--- src/rtl/ghost_pkg.sv ---
// Shared types and constants for the Flappy Ghost scene generator.
// Holds the game-state encoding, the RGB pixel struct with its palette,
// the default geometry/physics constants and the LFSR step function.
package ghost_pkg;

    localparam int unsigned COORD_W = 11;   // scan coordinates, pipe x, gap y
    localparam int unsigned Y_W     = 12;   // signed ghost y arithmetic
    localparam int unsigned VEL_W   = 8;    // signed ghost velocity
    localparam int unsigned LFSR_W  = 8;
    localparam int unsigned SCORE_W = 8;
    localparam int unsigned HOLD_W  = 8;
    localparam int unsigned COL_W   = 4;

    // Default geometry and physics
    localparam int unsigned DEF_SCREEN_W   = 1440;
    localparam int unsigned DEF_FLOOR_Y    = 900;
    localparam int unsigned DEF_GHOST_X    = 300;
    localparam int unsigned DEF_GHOST_Y0   = 400;
    localparam int unsigned DEF_GHOST_SZ   = 32;
    localparam int unsigned DEF_PIPE_W     = 80;
    localparam int unsigned DEF_PIPE_SPEED = 4;
    localparam int unsigned DEF_GAP_BASE   = 200;
    localparam int unsigned DEF_GAP_H      = 240;
    localparam int unsigned DEF_GAP_Y0     = 300;
    localparam int unsigned DEF_FLAP_V     = 12;
    localparam int unsigned DEF_GRAVITY    = 1;
    localparam int unsigned DEF_MAX_FALL   = 15;
    localparam int unsigned DEF_DEAD_HOLD  = 60;

    localparam logic [LFSR_W-1:0] LFSR_SEED = 8'hA5;

    typedef enum logic [1:0] {
        ST_IDLE = 2'd0,
        ST_PLAY = 2'd1,
        ST_DEAD = 2'd2
    } game_state_e;

    typedef struct packed {
        logic [COL_W-1:0] r;
        logic [COL_W-1:0] g;
        logic [COL_W-1:0] b;
    } rgb_t;

    localparam rgb_t COL_GHOST   = '{r: 4'hF, g: 4'hF, b: 4'hF};
    localparam rgb_t COL_PIPE    = '{r: 4'h0, g: 4'hC, b: 4'h0};
    localparam rgb_t COL_BG_LIVE = '{r: 4'h4, g: 4'h8, b: 4'hF};
    localparam rgb_t COL_BG_DEAD = '{r: 4'h8, g: 4'h0, b: 4'h0};

    // Fibonacci LFSR, x^8 + x^6 + x^5 + x^4 + 1, shifting left
    function automatic logic [LFSR_W-1:0] lfsr_next(input logic [LFSR_W-1:0] s);
        return {s[6:0], s[7] ^ s[5] ^ s[4] ^ s[3]};
    endfunction

endpackage

--- src/rtl/ghost_scene_draw_flap_sync.sv ---
// Flap button conditioner: 2-FF synchroniser followed by a rising-edge
// detector producing a registered single-cycle pulse.
//   clk, rst_n : pixel clock, async active-low reset
//   btn        : raw asynchronous button
//   pulse      : one-cycle pulse per synchronised rising edge
module flap_sync (
    input  logic clk,
    input  logic rst_n,
    input  logic btn,
    output logic pulse
);

    logic sync1_q;
    logic sync2_q;
    logic sync3_q;

    // Synchroniser chain plus edge detect
    always_ff @(posedge clk or negedge rst_n) begin
        if (!rst_n) begin
            sync1_q <= 1'b0;
            sync2_q <= 1'b0;
            sync3_q <= 1'b0;
            pulse   <= 1'b0;
        end else begin
            sync1_q <= btn;
            sync2_q <= sync1_q;
            sync3_q <= sync2_q;
            pulse   <= sync2_q & ~sync3_q;
        end
    end

endmodule

--- src/rtl/ghost_scene_draw.sv ---
// Flappy Ghost pixel-colour generator. Runs the game FSM, ghost physics,
// one scrolling pipe pair, collision and score once per frame, and colours
// the scanned pixel with one cycle of latency.
//   clk, rst_n           : pixel clock, async active-low reset
//   btn_flap             : raw asynchronous flap button
//   curr_x, curr_y       : scan position from the timing stage
//   draw_r/g/b           : registered pixel colour
//   score                : pipes passed, saturating
//   game_state           : 0 IDLE, 1 PLAY, 2 DEAD
module ghost_scene_draw
    import ghost_pkg::*;
#(
    parameter int unsigned SCREEN_W   = DEF_SCREEN_W,
    parameter int unsigned FLOOR_Y    = DEF_FLOOR_Y,
    parameter int unsigned GHOST_X    = DEF_GHOST_X,
    parameter int unsigned GHOST_Y0   = DEF_GHOST_Y0,
    parameter int unsigned GHOST_SZ   = DEF_GHOST_SZ,
    parameter int unsigned PIPE_W     = DEF_PIPE_W,
    parameter int unsigned PIPE_SPEED = DEF_PIPE_SPEED,
    parameter int unsigned GAP_BASE   = DEF_GAP_BASE,
    parameter int unsigned GAP_H      = DEF_GAP_H,
    parameter int unsigned FLAP_V     = DEF_FLAP_V,
    parameter int unsigned GRAVITY    = DEF_GRAVITY,
    parameter int unsigned MAX_FALL   = DEF_MAX_FALL,
    parameter int unsigned DEAD_HOLD  = DEF_DEAD_HOLD,
    parameter int unsigned COLLIDE_EN = 1
) (
    input  logic                clk,
    input  logic                rst_n,
    input  logic                btn_flap,
    input  logic [COORD_W-1:0]  curr_x,
    input  logic [COORD_W-1:0]  curr_y,
    output logic [COL_W-1:0]    draw_r,
    output logic [COL_W-1:0]    draw_g,
    output logic [COL_W-1:0]    draw_b,
    output logic [SCORE_W-1:0]  score,
    output logic [1:0]          game_state
);

    localparam logic [COORD_W-1:0]      SCREEN_W_L   = COORD_W'(SCREEN_W);
    localparam logic [COORD_W-1:0]      PIPE_SPEED_L = COORD_W'(PIPE_SPEED);
    localparam logic [COORD_W-1:0]      GAP_BASE_L   = COORD_W'(GAP_BASE);
    localparam logic [COORD_W-1:0]      GAP_Y_RST    = COORD_W'(DEF_GAP_Y0);
    localparam logic [Y_W-1:0]          GHOST_X_L    = Y_W'(GHOST_X);
    localparam logic [Y_W-1:0]          GHOST_SZ_L   = Y_W'(GHOST_SZ);
    localparam logic [Y_W-1:0]          PIPE_W_L     = Y_W'(PIPE_W);
    localparam logic [Y_W-1:0]          GAP_H_L      = Y_W'(GAP_H);
    localparam logic signed [Y_W-1:0]   Y_START      = Y_W'(GHOST_Y0);
    localparam logic signed [Y_W-1:0]   Y_FLOOR_TOP  = Y_W'(FLOOR_Y - GHOST_SZ);
    localparam logic signed [VEL_W-1:0] VEL_FLAP     = -$signed(VEL_W'(FLAP_V));
    localparam logic signed [VEL_W-1:0] VEL_GRAV     = VEL_W'(GRAVITY);
    localparam logic signed [VEL_W-1:0] VEL_MAX      = VEL_W'(MAX_FALL);
    localparam logic [HOLD_W-1:0]       HOLD_MAX     = HOLD_W'(DEAD_HOLD);

    game_state_e                state_q, state_d;
    logic signed [Y_W-1:0]      ghost_y_q, ghost_y_d;
    logic signed [VEL_W-1:0]    vel_q, vel_d;
    logic [COORD_W-1:0]         pipe_x_q, pipe_x_d;
    logic [COORD_W-1:0]         gap_y_q, gap_y_d;
    logic [SCORE_W-1:0]         score_q, score_d;
    logic [HOLD_W-1:0]          hold_q, hold_d;
    logic [LFSR_W-1:0]          lfsr_q;
    logic [COORD_W-1:0]         prev_y_q;
    logic                       tick_q;
    logic                       flap_pending_q;
    logic                       flap_pulse;
    logic                       flap_c;
    rgb_t                       draw_q;

    // PLAY-state candidate values
    logic signed [VEL_W-1:0]    vel_inc_c, vel_play_c;
    logic signed [Y_W-1:0]      y_n_c, y_play_c;
    logic [Y_W-1:0]             y_pos_c;
    logic                       ceil_c, floor_c, coll_c, hit_c;
    logic                       pipe_wrap_c, passed_c, x_overlap_c, gap_hit_c;
    logic [COORD_W-1:0]         pipe_x_n_c, gap_n_c;
    logic [Y_W-1:0]             old_right_c, new_right_c, gap_top_c;
    logic [SCORE_W-1:0]         score_n_c;
    rgb_t                       colour_c;

    flap_sync u_flap_sync (
        .clk   (clk),
        .rst_n (rst_n),
        .btn   (btn_flap),
        .pulse (flap_pulse)
    );

    // A pulse arriving on the tick cycle is consumed by that tick
    assign flap_c = flap_pending_q | flap_pulse;

    // Frame tick detection, flap latch and LFSR
    always_ff @(posedge clk or negedge rst_n) begin
        if (!rst_n) begin
            prev_y_q       <= '0;
            tick_q         <= 1'b0;
            flap_pending_q <= 1'b0;
            lfsr_q         <= LFSR_SEED;
        end else begin
            prev_y_q <= curr_y;
            tick_q   <= (curr_y == '0) && (prev_y_q != '0);
            if (tick_q) begin
                flap_pending_q <= 1'b0;
                lfsr_q         <= lfsr_next(lfsr_q);
            end else if (flap_pulse) begin
                flap_pending_q <= 1'b1;
            end
        end
    end

    // Physics, pipe scroll, score and collision for one PLAY tick
    always_comb begin
        vel_inc_c  = vel_q + VEL_GRAV;
        vel_play_c = flap_c ? VEL_FLAP : ((vel_inc_c > VEL_MAX) ? VEL_MAX : vel_inc_c);
        y_n_c      = ghost_y_q + Y_W'(vel_play_c);
        ceil_c     = y_n_c[Y_W-1];
        floor_c    = !ceil_c && (y_n_c > Y_FLOOR_TOP);
        y_play_c   = ceil_c ? '0 : (floor_c ? Y_FLOOR_TOP : y_n_c);
        y_pos_c    = y_play_c;

        pipe_wrap_c = pipe_x_q < PIPE_SPEED_L;
        pipe_x_n_c  = pipe_wrap_c ? SCREEN_W_L : (pipe_x_q - PIPE_SPEED_L);
        gap_n_c     = pipe_wrap_c ? (GAP_BASE_L + COORD_W'(lfsr_q)) : gap_y_q;

        old_right_c = {1'b0, pipe_x_q} + PIPE_W_L;
        new_right_c = {1'b0, pipe_x_n_c} + PIPE_W_L;
        passed_c    = (old_right_c >= GHOST_X_L) && (new_right_c < GHOST_X_L);
        score_n_c   = (passed_c && (score_q != '1)) ? (score_q + 1'b1) : score_q;

        gap_top_c   = {1'b0, gap_n_c};
        x_overlap_c = ({1'b0, pipe_x_n_c} < (GHOST_X_L + GHOST_SZ_L)) && (new_right_c > GHOST_X_L);
        gap_hit_c   = (y_pos_c < gap_top_c) || ((y_pos_c + GHOST_SZ_L) > (gap_top_c + GAP_H_L));
        coll_c      = (COLLIDE_EN != 0) && x_overlap_c && gap_hit_c;
        hit_c       = ceil_c || floor_c || coll_c;
    end

    // FSM state register
    always_ff @(posedge clk or negedge rst_n) begin
        if (!rst_n) begin
            state_q <= ST_IDLE;
        end else begin
            state_q <= state_d;
        end
    end

    // FSM next state
    always_comb begin
        state_d = state_q;
        if (tick_q) begin
            case (state_q)
                ST_IDLE: if (flap_c) state_d = ST_PLAY;
                ST_PLAY: if (hit_c) state_d = ST_DEAD;
                ST_DEAD: if (flap_c && (hold_q == HOLD_MAX)) state_d = ST_IDLE;
                default: state_d = ST_IDLE;
            endcase
        end
    end

    // FSM outputs: next values of the game datapath
    always_comb begin
        ghost_y_d = ghost_y_q;
        vel_d     = vel_q;
        pipe_x_d  = pipe_x_q;
        gap_y_d   = gap_y_q;
        score_d   = score_q;
        hold_d    = hold_q;
        if (tick_q) begin
            case (state_q)
                ST_IDLE: begin
                    if (flap_c) begin
                        vel_d     = VEL_FLAP;
                        ghost_y_d = ghost_y_q + Y_W'(VEL_FLAP);
                    end
                end
                ST_PLAY: begin
                    vel_d     = vel_play_c;
                    ghost_y_d = y_play_c;
                    pipe_x_d  = pipe_x_n_c;
                    gap_y_d   = gap_n_c;
                    score_d   = score_n_c;
                end
                ST_DEAD: begin
                    if (flap_c && (hold_q == HOLD_MAX)) begin
                        ghost_y_d = Y_START;
                        vel_d     = '0;
                        pipe_x_d  = SCREEN_W_L;
                        gap_y_d   = GAP_Y_RST;
                        score_d   = '0;
                        hold_d    = '0;
                    end else if (hold_q != HOLD_MAX) begin
                        hold_d = hold_q + 1'b1;
                    end
                end
                default: ;
            endcase
        end
    end

    // Game datapath registers
    always_ff @(posedge clk or negedge rst_n) begin
        if (!rst_n) begin
            ghost_y_q <= Y_START;
            vel_q     <= '0;
            pipe_x_q  <= SCREEN_W_L;
            gap_y_q   <= GAP_Y_RST;
            score_q   <= '0;
            hold_q    <= '0;
        end else begin
            ghost_y_q <= ghost_y_d;
            vel_q     <= vel_d;
            pipe_x_q  <= pipe_x_d;
            gap_y_q   <= gap_y_d;
            score_q   <= score_d;
            hold_q    <= hold_d;
        end
    end

    // Pixel colour: ghost over pipe over background
    always_comb begin
        logic [Y_W-1:0] cx, cy, gy, px, gp;
        logic in_ghost, in_pipe;
        cx       = {1'b0, curr_x};
        cy       = {1'b0, curr_y};
        gy       = ghost_y_q;
        px       = {1'b0, pipe_x_q};
        gp       = {1'b0, gap_y_q};
        in_ghost = (cx >= GHOST_X_L) && (cx < GHOST_X_L + GHOST_SZ_L) &&
                   (cy >= gy) && (cy < gy + GHOST_SZ_L);
        in_pipe  = (cx >= px) && (cx < px + PIPE_W_L) &&
                   ((cy < gp) || (cy >= gp + GAP_H_L));
        if (in_ghost) begin
            colour_c = COL_GHOST;
        end else if (in_pipe) begin
            colour_c = COL_PIPE;
        end else if (state_q == ST_DEAD) begin
            colour_c = COL_BG_DEAD;
        end else begin
            colour_c = COL_BG_LIVE;
        end
    end

    always_ff @(posedge clk or negedge rst_n) begin
        if (!rst_n) begin
            draw_q <= '0;
        end else begin
            draw_q <= colour_c;
        end
    end

    assign draw_r     = draw_q.r;
    assign draw_g     = draw_q.g;
    assign draw_b     = draw_q.b;
    assign score      = score_q;
    assign game_state = state_q;

endmodule

--- config.mk ---
export PLATFORM = sky130hd
export DESIGN_NAME = ghost_scene_draw
export DESIGN_NICKNAME = d
export VERILOG_FILES = /design/src/rtl/ghost_pkg.sv /design/src/rtl/ghost_scene_draw_flap_sync.sv /design/src/rtl/ghost_scene_draw.sv
export SDC_FILE = /design/constraint.sdc
export NUM_CORES = 1
export LEC_CHECK = 0
export ABC_AREA = 0
export BUFFER_PORTS_ARGS = -buffer_cell sky130_fd_sc_hd__clkbuf_2
export CAP_MARGIN = 30
export CELL_PAD_IN_SITES_DETAIL_PLACEMENT = 0
export CELL_PAD_IN_SITES_GLOBAL_PLACEMENT = 1
export CORE_MARGIN = 2
export CORE_UTILIZATION = 48
export DETAILED_ROUTE_END_ITERATION = 8
export PLACE_DENSITY_LB_ADDON = 0.08
export SYNTH_ARGS = -nofsm -noshare
export SYNTH_HDL_FRONTEND = slang
export SYNTH_SLANG_ARGS = --single-unit
--- constraint.sdc ---
create_clock -name clk -period 7.5 [get_ports clk]
set_input_delay 0.375 -clock clk [delete_from_list [all_inputs] [get_ports clk]]
set_output_delay 0.375 -clock clk [all_outputs]
set_load 0.005 [all_outputs]
==> implementation parameters, run 1 <==
Parameter                              Value

Global route
  Total congestion overflow ... 0
  Number of global-route vias before repair ... between 6000 and 7000
  GRT Total Usage ... 0.248
  Antenna violations before repair ... 0
  Pin count of the biggest net entering global routing ... 69
  First-pass GRT wire length ... ~33000 um

Routing
  Via density ... ~5.9
  Vias ... 6661
  Number of DRC violations after detailed-routing iteration 0 ... 418
  Residual antenna-violating net count after detailed routing ... 0
  Average detailed-routed wire length per instance ... 17.6 um
  DR DRC count ... 0
  Drt first pass iters ... 5
  Detailed Route WL ... 20000 um

Power and ir drop
  Switching share of power ... 0.333
  Sw Pwr ... 440 uW
  Share of power burned in combinational logic ... 0.281
  Seq pwr share ... 0.387
  Areal power density over the cells ... 158 mW/mm2
  Part of the total power dissipated in the clock network ... 0.332
  P_leak ... 0.00374 uW
  Int Power ... 880 uW
  Highest ir drop seen on vdd ... 0.107 mV

Floorplan
  I/O pin count ... 47
  Die width ... 131 um
  Placeable core region ... ~0.016 mm2
  Effective utilization at floorplan ... 0.488
  Die boundary height ... 131 um
  Number of core rows ... 46
  Die area ... 0.0170 mm2

Synth
  Library cell with the largest summed area after synthesis ... sky130_fd_sc_hd__dfrtp_1
  Number of distinct library cell variants in the gate-level netlist after synthesis ... 85
  Most used flip-flop cell after synthesis ... sky130_fd_sc_hd__dfrtp_1
  Main area contributors after synthesis ... sky130_fd_sc_hd__dfrtp_1, sky130_fd_sc_hd__ha_1, sky130_fd_sc_hd__dfstp_2
  Post-synthesis average cell area ... 8.65 um2
  Proportion of synthesized flip-flops having asynchronous set or reset ... 1.00
  Synthesis-stage register bit count ... 90
  Area fraction of the dominant cell type after synthesis ... 0.244
  Number of standard cells after synthesis ... 889
  Mapped Area ... 0.00769 mm2
  Post-synth EDFFs ... 0
  Sequential cell area fraction in the yosys report ... 0.295
  Number of warnings reported in the yosys synthesis log ... 0

Placed design
  Placer's final routability congestion estimate ... 0.873
  Dpl ws ... 1.19 ns
  DP Wirelength ... 15500 um
  Quantity of I/O buffers inserted on ports ... 46

Critical path
  Maximum fanout count along the critical path ... 8
  Type of destination of the critical path ... flip-flop
  Cell type of the slowest stage on the worst timing path ... sky130_fd_sc_hd__dfrtp_1
  Most Frequent Cell on Critical Path ... sky130_fd_sc_hd__ha_1
  Required time of the worst setup path ... 7.74 ns
  Logic depth of the worst register-to-register path ... 25
  Setup crit start kind ... flip-flop
  Cell count along the critical path ... 25
  Crit path buffers/inverters ... 2
  Family of cells with the greatest summed delay on the critical path ... compound AO/OA/AOI/OAI gates
  Data arrival time of the worst path ... around 6.5 ns
  CP Class ... flip-flop to flip-flop
  Delay of the slowest cell on the worst path ... 0.42 ns

Flow run
  Count of max-cap constraint violations ... 0

Cells and area
  Multi-input gate area ... ~0.0050 mm2
  Sequential cell area ... 0.00227 mm2
  Fraction of layout instances using a drive strength above 1 ... 0.118
  Count of filler cells inserted in the layout ... 1535
  Net count of the finished layout ... 1050
  Number of diodes ... 0
  Area growth from synthesis to final layout ... 8.49%

Clock network
  Hold-fix buffer count after cts ... 1
  Buffers from clock root to sink, at most ... 2
  Number of CTS-inserted buffers ... 9
  Clock sink total ... 90
  Post-CTS clock slew at the launch and capture registers of the worst setup and hold paths ... about 0.07 ns
  TritonCTS clock tree ... yes
  # resized after CTS ... 0
  Clock latency of the later-clocked register in the worst-skew pair ... 0.35 ns
  H-tree depth ... 3
  CTS Root Cell ... sky130_fd_sc_hd__clkbuf_16
  Post-CTS setup repair buffer count ... 0

Run status
  Run status ... finished clean

Timing
  Final period demand of the worst path ... 6.30 ns
  Setup ws final ... 1.20 ns
  Final count of hold timing violations ... 0
  Endpoints failing setup ... 0
  Rel. slew slack ... 0.353
  Fin Clk Skew ... 0.00754 ns
  RSZ-0062 raised after global routing ... no
  Total negative slack for setup checks ... 0 ns
  FMAX ... 0.159 GHz
  Crit share post-route ... 0.839
  Final Slew Violations ... 0
  Transition time of the tightest slew-check pin ... 0.971 ns

Min path
  Number of cells on the worst hold path ... 1
  Path type of the worst min-delay path ... input pin to flip-flop
[synth_stat cells, types with 7 or more instances]
library cell,n
sky130_fd_sc_hd__xor2_1,14
sky130_fd_sc_hd__xnor2_1,30
sky130_fd_sc_hd__or3_1,9
sky130_fd_sc_hd__nand3_1,33
sky130_fd_sc_hd__inv_1,56
sky130_fd_sc_hd__o21a_1,16
sky130_fd_sc_hd__clkbuf_1,25
sky130_fd_sc_hd__nand4_1,15
sky130_fd_sc_hd__buf_4,7
sky130_fd_sc_hd__dfrtp_1,75
sky130_fd_sc_hd__nor2b_1,7
sky130_fd_sc_hd__ha_1,108
sky130_fd_sc_hd__and3_1,7
sky130_fd_sc_hd__dfstp_2,15
sky130_fd_sc_hd__o21ai_0,61
sky130_fd_sc_hd__a21oi_1,49
sky130_fd_sc_hd__nand2_1,73
sky130_fd_sc_hd__nor2_1,66
sky130_fd_sc_hd__o31ai_1,8
sky130_fd_sc_hd__mux2i_1,8
sky130_fd_sc_hd__mux2_2,9
sky130_fd_sc_hd__a21o_1,18
sky130_fd_sc_hd__o211ai_1,9
sky130_fd_sc_hd__nor3_1,37
sky130_fd_sc_hd__a31oi_1,11
sky130_fd_sc_hd__nor4_1,8
[flip-flops by register name, indices dropped and copies added, names as in the netlist, 2 cells and up]
register	flops
ghost_y_q	12
vel_q	8
gap_y_q	11
draw_g	3
score	8
prev_y_q	11
lfsr_q	8
pipe_x_q	11
game_state	2
hold_q	8
[worst register-to-register path: cells and delay by family, from the launching register on]
kind	cells	cell delay, ns
xor+xnor	1	0.34
compound gates	14	3.05
mux	1	0.37
flops	1	0.42
simple gates	3	0.54
buf+inv	2	0.28
fa+ha+maj	4	1.17
[cell usage in the layout (no fill, tap or decap), drive strengths merged, types with 11 or more instances in the layout]
| cell | netlist | final |
|---|---|---|
| ha | 108 | 108 |
| dfrtp | 75 | 75 |
| nand2 | 73 | 73 |
| nor2 | 67 | 67 |
| o21ai | 64 | 64 |
| inv | 56 | 59 |
| clkbuf | 25 | 54 |
| a21oi | 49 | 49 |
| nor3 | 37 | 37 |
| nand3 | 33 | 33 |
| xnor2 | 30 | 30 |
| a21o | 18 | 18 |
| o21a | 16 | 16 |
| nand4 | 15 | 15 |
| dfstp | 15 | 15 |
| xor2 | 14 | 14 |
| a31oi | 11 | 11 |
[metrics by stage]
| step | instance area (um2) | total power, uW | hold slack, ns | cells | utilization |
|---|---|---|---|---|---|
| after floorplan | 7700 | 792 | 0.0794 | 891 | - |
| after global routing | 8340 | 1400 | 0.111 | 1137 | 0.529 |
| after detailed placement | 8060 | 888 | 0.290 | 1120 | 0.511 |
| after global placement | 8060 | 881 | 0.283 | 1120 | 0.511 |
| final | 8340 | 1320 | 0.121 | 1137 | 0.529 |
| after CTS | 8340 | 1330 | 0.113 | 1137 | 0.529 |
[worst paths after layout]
path	slack [ns]	startpoint	endpoint
max	1.20	vel_q[0]	game_state[1]
min	0.12	btn_flap	u_flap_sync.sync1_q
max reg2reg	1.20	vel_q[0]	game_state[1]
min reg2reg	0.36	u_flap_sync.sync1_q	u_flap_sync.sync2_q
max in group asynchronous	5.85	rst_n	pipe_x_q[9]
min in group asynchronous	0.45	rst_n	draw_g[2]
[kinds of logic (layout without fill, tap and decap cells)]
kind of cell | count (synthesis) | after routing | synth area share
xor gates and xnor gates | 44 | 44 | 0.0501
other | 1 | 3 | 0.000488
and+or+nand+nor | 299 | 299 | 0.195
DFF | 90 | 90 | 0.295
buffers and inverters | 94 | 124 | 0.0504
adders and majority gates | 109 | 109 | 0.178
muxes | 17 | 17 | 0.0236
AOI/OAI and AO/OA | 235 | 235 | 0.207
[cell type report]
class,instances,area share
multi-input cells,707,0.604
well taps,216,0.0324
repair buffers,51,0.0327
clock buffers,9,0.0270
flip-flops and latches,90,0.272
inverters,57,0.0256
clock inverters,7,0.00615
[routing by layer]
metal | share of wire | global-route usage
met4 | 0.013 | 0.0613
met3 | 0.037 | 0.0305
met2 | 0.47 | 0.407
met5 | 0 | 0
met1 | 0.48 | 0.349
[power groups by stage]
stage	Sequential, uW	Combinational, uW	Clock, uW
2_1_floorplan	515	277	0
3_3_place_gp	520	362	0
3_5_place_dp	520	368	0
4_1_cts	511	370	448
5_1_grt	513	421	468
6_report	511	371	439
Power figures use the tool's default switching activity.
==> run 2: changes to the inputs <==
Clock period 7.5 ns to 5.9 ns, I/O delays scaled along.
==> run 2 against run 1 <==
  * Critical path depth grew 2
  * Global-route usage is 0.17 points lower
  * Final cell count grew 3.3%
  * Critical path type unchanged
==> implementation parameters, run 2 (same netlist as run 1, synthesis figures left out) <==
Parameter                              Value

Critical path
  Crit. Startpoint ... vel_q[1]
  Setup crit start kind ... flip-flop
  Data arrival time of the worst path ... 6.00 ns (-0.54 ns)
  Cell type of the slowest stage on the worst timing path ... sky130_fd_sc_hd__or4_4
  Reg-to-reg startpoint ... vel_q[1]
  Delay of the slowest cell on the worst path ... 0.53 ns (+0.11 ns)
  Logic depth of the worst register-to-register path ... 27 (+8.0%)
  Required time of the worst setup path ... 6.13 ns (-1.61 ns)
  CP Class ... flip-flop to flip-flop
  Maximum fanout count along the critical path ... 5 (-3)
  Type of destination of the critical path ... flip-flop

Timing
  Final Slew Violations ... 0 (unchanged)
  Transition time of the tightest slew-check pin ... 0.987 ns (+0.0164 ns)
  Fin Clk Skew ... 0.0130 ns (+0.00542 ns)
  Crit share post-route ... 0.976 (+0.137)
  Endpoints failing setup ... 0 (unchanged)
  RSZ-0062 raised after global routing ... yes
  Final count of hold timing violations ... 0 (unchanged)
  Final period demand of the worst path ... 5.76 ns (-0.534 ns)
  Rel. slew slack ... 0.342 (-0.0109)
  Setup ws final ... 0.139 ns (-1.07 ns)
  FMAX ... 0.174 GHz (+9.3%)

Global route
  First-pass GRT wire length ... 33000 um (about the same)
  Total congestion overflow ... 0 (unchanged)
  Antenna violations before repair ... 0 (unchanged)
  Number of global-route vias before repair ... 6483 (+0.61%)
  GRT Total Usage ... 0.246 (-0.00166)
  Pin count of the biggest net entering global routing ... 55 (-20%)

Power and ir drop
  Highest ir drop seen on vdd ... 0.127 mV (+18%)
  Areal power density over the cells ... 206 mW/mm2 (+30%)
  P_leak ... 0.00397 uW (+6.2%)

Routing
  Vias ... 6834 (+2.6%)
  Detailed Route WL ... 20600 um (+3.0%)
  Residual antenna-violating net count after detailed routing ... 0 (unchanged)
  Drt first pass iters ... 5 (unchanged)
  Number of DRC violations after detailed-routing iteration 0 ... 276 (-34%)
  Via density ... 5.82 (-0.72%)
  Average detailed-routed wire length per instance ... 17.6 um (-0.33%)
  DR DRC count ... 0 (unchanged)

Cells and area
  Most common cell after layout, fill and taps aside ... sky130_fd_sc_hd__ha_1
  Final non-filler cell area ... 0.00889 mm2 (+6.6%)
  Sequential cell area ... 0.00227 mm2 (unchanged)
  Top reg by flops ... ghost_y_q
  Multi-input gate area ... 0.00528 mm2 (+4.9%)
  Number of flip-flops under the largest register name ... 12 (unchanged)
  Top library cells by usage in the layout, fill and taps aside ... sky130_fd_sc_hd__ha_1, sky130_fd_sc_hd__dfrtp_1, sky130_fd_sc_hd__nand2_1, sky130_fd_sc_hd__nor2_1, sky130_fd_sc_hd__o21ai_0
  Area growth from synthesis to final layout ... 15.7%
  Net count of the finished layout ... 1088 (+3.6%)
  Utilization of the core after routing ... 0.564 (+0.0349)
  Number of diodes ... 0 (unchanged)
  Count of filler cells inserted in the layout ... 1477 (-3.8%)
  Fraction of layout instances using a drive strength above 1 ... 0.194 (+0.0756)

Placed design
  Placer's final routability congestion estimate ... 0.907 (+4.0%)
  Quantity of I/O buffers inserted on ports ... 46 (unchanged)
  Post-placement cell area ... 0.00821 mm2 (+2.0%)
  Dpl ws ... -0.185 ns (-1.38 ns)
  DP Wirelength ... 15600 um (+0.30%)

Floorplan
  Effective utilization at floorplan ... 0.488 (unchanged)
  I/O pin count ... 47 (unchanged)
  Die width ... 131 um (unchanged)
  Placeable core region ... 0.0158 mm2 (unchanged)
  Number of core rows ... 46 (unchanged)
  Die area ... 0.0170 mm2 (unchanged)
  Die boundary height ... 131 um (unchanged)

Clock network
  CTS Root Cell ... sky130_fd_sc_hd__clkbuf_16
  Clock sink total ... 90 (unchanged)
  TritonCTS clock tree ... yes
  Post-CTS clock slew at the launch and capture registers of the worst setup and hold paths ... 0.07 ns (about the same)
  H-tree depth ... 3 (unchanged)
  Buffers from clock root to sink, at most ... 2 (unchanged)
  Number of CTS-inserted buffers ... 9 (unchanged)
  Clock latency of the later-clocked register in the worst-skew pair ... 0.36 ns (about the same)

Min path
  Path type of the worst min-delay path ... input pin to flip-flop
  Number of cells on the worst hold path ... 1 (unchanged)
  Source of the worst hold timing path ... btn_flap

Flow run
  Count of max-cap constraint violations ... 0 (unchanged)

Run status
  Run status ... finished clean
## run 2: changes by cell type in the layout (fill, tap and decap cells not counted), sizes merged
cell | before | now
clkbuf | 54 | 55
inv | 59 | 58
buf | 5 | 43
## run 2: repair_timing
item                                    in CTS  in global routing
endpoints found under the setup margin       2                  2
pin swaps                                   11                 35
hold endpoints to repair                    30                  0
buffers inserted                             3                 14
resized for setup                           12                 49
hold buffers                                 1                  0
## run 2: through the flow
stage / cells / hold WS [ns] / total power, uW / TNS [ns]
floorplan: 891 / -0.000591 / 1010 / 0
global placement: 1141 / 0.284 / 1170 / 0
detailed placement: 1141 / 0.298 / 1180 / -0.355
CTS: 1161 / 0.0409 / 1770 / 0
global route: 1175 / 0.0376 / 1950 / -0.214
finish: 1175 / 0.0473 / 1830 / 0
## run 2: report_power, final
| part | internal, uW | switching [uW] | total, uW |
|---|---|---|---|
| clock network | 291 | 269 | 560 |
| logic | 299 | 325 | 624 |
| registers | 632 | 17.3 | 650 |
| total | 1220 | 611 | 1830 |
## run 2: cell type report
cell class | count | share of cell area
clock buffer | 10 | 0.0257
clock inverter | 6 | 0.00549
inverter | 57 | 0.0243
multi-input combinational | 707 | 0.594
sequential | 90 | 0.255
tap | 216 | 0.0304
timing repair buffer | 89 | 0.0644
## run 2: final timing paths
path	end	slack (ns)
setup reg to reg	game_state[1]	0.14
hold reg to reg	u_flap_sync.sync2_q	0.35
max in group asynchronous	u_flap_sync.sync3_q	4.35
setup / recovery	game_state[1]	0.14
hold / removal	u_flap_sync.sync1_q	0.05
min in group asynchronous	prev_y_q[7]	0.46
## run 2: critical path, delay by kind of cell (launching register included)
kind	cells	cell delay, ns
mux	1	0.38
fa+ha+maj	3	0.76
flops	1	0.38
buf+inv	3	0.41
compound gates	13	2.56
simple gates	7	1.16
## run 2: metal layers
metal,up-vias,track usage,part of all wire
met5,-,0,0
met4,0,0.0814,0.021
met3,27,0.0265,0.027
met2,107,0.400,0.47
met1,3331,0.344,0.48
li1,3369,-,-
